File: config.mk
export PLATFORM = sky130hd
export DESIGN_NAME = lat_unit_ctrl
export DESIGN_NICKNAME = d
export VERILOG_FILES = /design/src/rtl/lat_unit_ctrl.sv
export SDC_FILE = /design/constraint.sdc
export NUM_CORES = 1
export LEC_CHECK = 0
export ABC_AREA = 1
export CAP_MARGIN = 15
export CORE_MARGIN = 5
export CORE_UTILIZATION = 30
export DETAILED_ROUTE_END_ITERATION = 10
export GPL_TIMING_DRIVEN = 1
export PLACE_DENSITY = 0.7
export SKIP_CTS_REPAIR_TIMING = 1
export SYNTH_ARGS = -nofsm -noshare
export SYNTH_HDL_FRONTEND = slang
export SYNTH_SLANG_ARGS = --single-unit
File: constraint.sdc
create_clock -name clk -period 3.29 [get_ports clk]
set_input_delay 0.658 -clock clk [delete_from_list [all_inputs] [get_ports clk]]
set_output_delay 0.658 -clock clk [all_outputs]
set_load 0.05 [all_outputs]
File: src/rtl/lat_unit_ctrl.sv
// ============================================================================
// Module  : lat_unit_ctrl
// Brief   : Sequencer for the iterative divider and multi-cycle FPU: captures
//           one op, launches one unit, holds its result until writeback acks.
//           Optional watchdog enabled by defining macro LU_TIMEOUT_EN.
// Revision: 1.0 - initial release
// ============================================================================
`default_nettype none

module lat_unit_ctrl #(
  parameter int XLEN        = 32,
  parameter int TIMEOUT_CYC = 64
) (
  input  logic            clk,
  input  logic            rst_n,
  input  logic            i_issue_vld,
  input  logic [1:0]      i_issue_unit,
  input  logic [4:0]      i_issue_func,
  input  logic [2:0]      i_issue_rm,
  input  logic [XLEN-1:0] i_issue_opa,
  input  logic [XLEN-1:0] i_issue_opb,
  output logic            o_issue_rdy,
  input  logic            i_flush,
  output logic            o_div_start,
  output logic            o_fpu_start,
  output logic [XLEN-1:0] o_unit_opa,
  output logic [XLEN-1:0] o_unit_opb,
  output logic [4:0]      o_unit_func,
  output logic [2:0]      o_unit_rm,
  input  logic            i_div_done,
  input  logic [XLEN-1:0] i_div_res,
  input  logic            i_fpu_done,
  input  logic [XLEN-1:0] i_fpu_res,
  output logic            o_res_vld,
  output logic [XLEN-1:0] o_res_data,
  input  logic            i_res_ack,
  output logic            o_stall,
  output logic            o_err_timeout
);

  localparam logic [2:0] c_IDLE   = 3'd0;
  localparam logic [2:0] c_LAUNCH = 3'd1;
  localparam logic [2:0] c_WAIT   = 3'd2;
  localparam logic [2:0] c_HOLD   = 3'd3;
  localparam logic [2:0] c_DRAIN  = 3'd4;

  localparam logic [XLEN-1:0] c_TMO_RES = XLEN'(32'hbaadbeef);

  logic [2:0]      r_state;
  logic [2:0]      w_next;
  logic            r_sel_fpu;
  logic [XLEN-1:0] r_opa;
  logic [XLEN-1:0] r_opb;
  logic [4:0]      r_func;
  logic [2:0]      r_rm;
  logic [XLEN-1:0] r_res;
  logic            w_unit_ok;
  logic            w_accept;
  logic            w_done;
  logic            w_tmo;

  assign w_unit_ok = (i_issue_unit == 2'b01) || (i_issue_unit == 2'b10);
  assign w_accept  = (r_state == c_IDLE) && i_issue_vld && w_unit_ok && !i_flush;
  // Only the launched unit's done pulse is meaningful.
  assign w_done    = r_sel_fpu ? i_fpu_done : i_div_done;

`ifdef LU_TIMEOUT_EN
  localparam int c_CW = $clog2(TIMEOUT_CYC + 1);

  logic [c_CW-1:0] r_wdog;
  logic            r_err;
  logic            w_busy;

  assign w_busy = (r_state == c_WAIT) || (r_state == c_DRAIN);
  assign w_tmo  = w_busy && (r_wdog >= c_CW'(TIMEOUT_CYC - 1));

  always_ff @(posedge clk or negedge rst_n) begin
    if (!rst_n) begin
      r_wdog <= '0;
      r_err  <= 1'b0;
    end else begin
      if (r_state == c_LAUNCH) begin
        r_wdog <= '0;
      end else if (w_busy && !w_tmo) begin
        r_wdog <= r_wdog + 1'b1;
      end
      if (w_tmo && !w_done) begin
        r_err <= 1'b1;
      end
    end
  end

  assign o_err_timeout = r_err;
`else
  assign w_tmo         = 1'b0;
  assign o_err_timeout = 1'b0;
`endif

  always_ff @(posedge clk or negedge rst_n) begin
    if (!rst_n) begin
      r_state <= c_IDLE;
    end else begin
      r_state <= w_next;
    end
  end

  always_comb begin
    w_next = r_state;
    case (r_state)
      c_IDLE:   if (w_accept) w_next = c_LAUNCH;
      c_LAUNCH: w_next = i_flush ? c_DRAIN : c_WAIT;
      c_WAIT: begin
        if (w_done)       w_next = i_flush ? c_IDLE : c_HOLD;
        else if (i_flush) w_next = c_DRAIN;
        else if (w_tmo)   w_next = c_HOLD;
      end
      c_HOLD:   if (i_flush || i_res_ack) w_next = c_IDLE;
      c_DRAIN:  if (w_done || w_tmo) w_next = c_IDLE;
      default:  w_next = c_IDLE;
    endcase
  end

  always_comb begin
    o_issue_rdy = (r_state == c_IDLE);
    o_div_start = (r_state == c_LAUNCH) && !r_sel_fpu;
    o_fpu_start = (r_state == c_LAUNCH) && r_sel_fpu;
    o_res_vld   = (r_state == c_HOLD);
    o_stall     = 1'b0;
    case (r_state)
      c_IDLE:   o_stall = w_accept;
      c_LAUNCH: o_stall = 1'b1;
      c_WAIT:   o_stall = 1'b1;
      c_HOLD:   o_stall = !i_res_ack;
      default:  o_stall = 1'b0;
    endcase
  end

  always_ff @(posedge clk or negedge rst_n) begin
    if (!rst_n) begin
      r_sel_fpu <= 1'b0;
      r_opa     <= '0;
      r_opb     <= '0;
      r_func    <= '0;
      r_rm      <= '0;
      r_res     <= '0;
    end else begin
      if (w_accept) begin
        r_sel_fpu <= (i_issue_unit == 2'b10);
        r_opa     <= i_issue_opa;
        r_opb     <= i_issue_opb;
        r_func    <= i_issue_func;
        r_rm      <= i_issue_rm;
      end
      // A WAIT->HOLD move is either a real done or a watchdog expiry.
      if ((r_state == c_WAIT) && (w_next == c_HOLD)) begin
        r_res <= w_done ? (r_sel_fpu ? i_fpu_res : i_div_res) : c_TMO_RES;
      end
    end
  end

  assign o_unit_opa  = r_opa;
  assign o_unit_opb  = r_opb;
  assign o_unit_func = r_func;
  assign o_unit_rm   = r_rm;
  assign o_res_data  = r_res;

endmodule

`default_nettype wire

==> impl_metrics.py <==
metrics = {
    "status": {
        "outcome": "completed",
    },
    "sta": {
        "worst_clock_skew_ps": 9.50,
        "setup-tns-final_ps": 0,
        "worst_pin_slew_ps": 788,
        "hold_violations": 0,
        "slew_headroom_pct": 47.5,
        "post-route-min-period_ps": 2600,
        "final_max_slew_viol_count": 0,
        "grt_setup_unrepaired": "no",
        "fin_ws_ps": 689,
        "hold_slack_ps": 309,
        "finalCritPeriodShare_pct": 79.1,
        "setup_viol": 0,
        "fmaxAchievable_mhz": 384,
    },
    "grt": {
        "track_usage_pct": 16.5,
        "grt_pass1_wl_um": 23900,
        "overflow": 0,
        "grt_max_degree": 75,
        "antenna_found_initial": 1,
        "grt_pass1_vias": 4468,
    },
    "power": {
        "total_power_mw": 7.63,
        "p_per_area_nw_per_um2": 982,
        "p_leak_nw": 3.80,
        "ir_drop_v": 0.000551,
    },
    "die": {
        "num_io_pins": 255,
        "design.core.area_sq_um": 15700,
        "initial_core_util_pct": 30.3,
        "die_x_um": 136,
        "dieArea_sq_um": 18500,
        "std_cell_rows": 46,
        "die_h_um": 136,
    },
    "synthesis": {
        "synth_fa_ha_area_share_pct": 0.263,
        "netlist_area_sq_um": 4760,
        "synth_xor_area_share_pct": 0,
        "syn_nets": 743,
        "synth_compound_area_share_pct": 0,
        "yosys.area_share.simple_pct": 37.9,
        "ys_seq_area_share_pct": 56.7,
        "syn_inst": 597,
        "syn_area_per_cell_sq_um": 7.98,
        "synth_cell_type_count": 16,
        "synth_top_family_by_area": "simple AND/OR/NAND/NOR gates",
        "ys_ff_latch": 108,
        "muxShareOfSynthArea_pct": 0,
        "ys_warn_count": 0,
    },
    "place": {
        "gp_congestion": 0.775,
        "dp_slack_ps": 661,
        "portBuffers": 253,
        "dp_cells": 1033,
        "dpl.hpwl_um": 11000,
        "post_dp_cell_area_sq_um": 7460,
    },
    "final_layout": {
        "nFillCells": 1541,
        "ff_latch_area_sq_um": 2700,
        "n_antenna_cell": 0,
        "area_growth_pct": 63.0,
        "stdcell_count": 1049,
        "nets": 974,
        "multi_input_area_sq_um": 1840,
        "final_core_util_pct": 49.4,
        "drive_gt1_share_pct": 4.20,
        "final_area_sq_um": 7770,
    },
    "drt": {
        "drt-total-wl_um": 15500,
        "firstDrtPassIters": 4,
        "drc": 0,
        "post_drt_wl_per_cell_um": 14.7,
        "drtAntennaViolNets": 0,
        "drt_iter0_markers": 247,
        "viasPerCell": 4.39,
        "vias": 4609,
    },
    "worst_setup_path": {
        "crit_arrival_ps": 1940,
        "path_cells": "nor2_1, nand2_1, nor2_1, clkdlybuf4s50_1",
        "crit_path_top_delay_cell": "clkdlybuf4s50_1",
        "cp_max_fo": 6,
        "cp_common_cell": "nor2_1",
        "start_kind": "flip-flop",
        "r2r_cells": 6,
        "end_kind": "primary output",
        "r2r-start": "r_sel_fpu$_DFFE_PN0P_",
        "startpoint": "r_state[1]$_DFF_PN0_",
        "critPathMaxStageDelay_ps": 830,
        "required_ps": 2630,
        "setup.worst_path.class": "reg -> out",
    },
    "clock_tree": {
        "insertion_delay_ps": 350,
        "root_buffer": "clkbuf_16",
        "cts_tree": "done",
        "h-tree-depth": 3,
        "numCtsBuffers": 9,
        "clk_pin_slew_ps": 70,
        "clock_sinks": 108,
        "cts_buffer_depth": 2,
    },
    "run": {
        "maxCapViolCount": 0,
    },
    "worst_hold_path": {
        "hold_path.class": "in -> async",
    },
}
[metal layers]
| layer | global-route usage (%) | up-vias | part of all wire, % |
|---|---|---|---|
| li1 | - | 2336 | - |
| met1 | 20.5 | 2138 | 42 |
| met2 | 27.0 | 111 | 50 |
| met3 | 4.40 | 22 | 6.2 |
| met4 | 7.00 | 2 | 2.4 |
| met5 | 0 | - | 0.065 |
[sequential cells by signal (all words and copies together) (netlist names)]
register,cells
r_sel_fpu,1
o_unit_opb,32
r_state,3
o_unit_rm,3
o_unit_opa,32
o_res_data,32
o_unit_func,5
[cell families after synthesis]
group / count (synthesis)
AND/OR/NAND/NOR: 440
other: 1
flip-flops: 108
adder cells (fa/ha/maj): 1
buffers and inverters: 47
[cell usage after synthesis, drive strengths merged]
master | instances | share of area, %
buf | 35 | 4.0
clkbuf | 6 | 0.47
conb | 1 | 0.079
dfrtp | 108 | 57
ha | 1 | 0.26
inv | 6 | 0.47
nand2 | 318 | 25
nand3 | 110 | 12
nand4 | 1 | 0.13
nor2 | 10 | 0.84
nor3 | 1 | 0.21
[power by group]
group          internal (mW)  switching [mW]
registers               1.87           0.314
clock network          0.602           0.523
logic                   1.36            2.95
[final timing paths]
path                                         endpoint  slack, ps
setup / recovery                          o_div_start        690
hold / removal             o_res_data[29]$_DFFE_PN0P_        310
setup reg to reg           o_res_data[19]$_DFFE_PN0P_        950
min in group clk           o_res_data[18]$_DFFE_PN0P_        470
hold reg to reg            o_res_data[18]$_DFFE_PN0P_        470
max in group asynchronous  o_unit_opa[21]$_DFFE_PN0P_       2280
[cells in the final DEF (no fill, tap or decap)]
master           Yosys  layout
buf_12               0       3
buf_4                7       8
bufinv_16            0       1
clkbuf_16            0       9
clkdlybuf4s50_1      0     250
clkinv_4             0       4
conb_1               1       1
dfrtp_1            108     108
ha_1                 1       1
inv_1                4       4
inv_2                2       2
inv_6                0       2
nand2_1            317     316
nand2_2              1       2
nand3_1            109     109
nand3_2              1       1
nand4_1              1       1
nor2_1               9       8
nor2_2               1       1
nor2_4               0       1
nor3_4               0       1
[cell type report]
type | instances | area share [%]
Tap cell | 216 | 3.48
Sequential cell | 108 | 34.8
Inverter | 6 | 0.290
Multi-Input combinational cell | 442 | 23.7
Clock buffer | 9 | 2.90
Clock inverter | 7 | 1.06
Timing Repair Buffer | 261 | 33.8
[critical path: cells and delay by family (launching register included)]
family                 cells  cell delay, ps
buffers and inverters      1             830
DFF                        1             450
and+or+nand+nor            3             310
(Power assumes the default switching activity.)
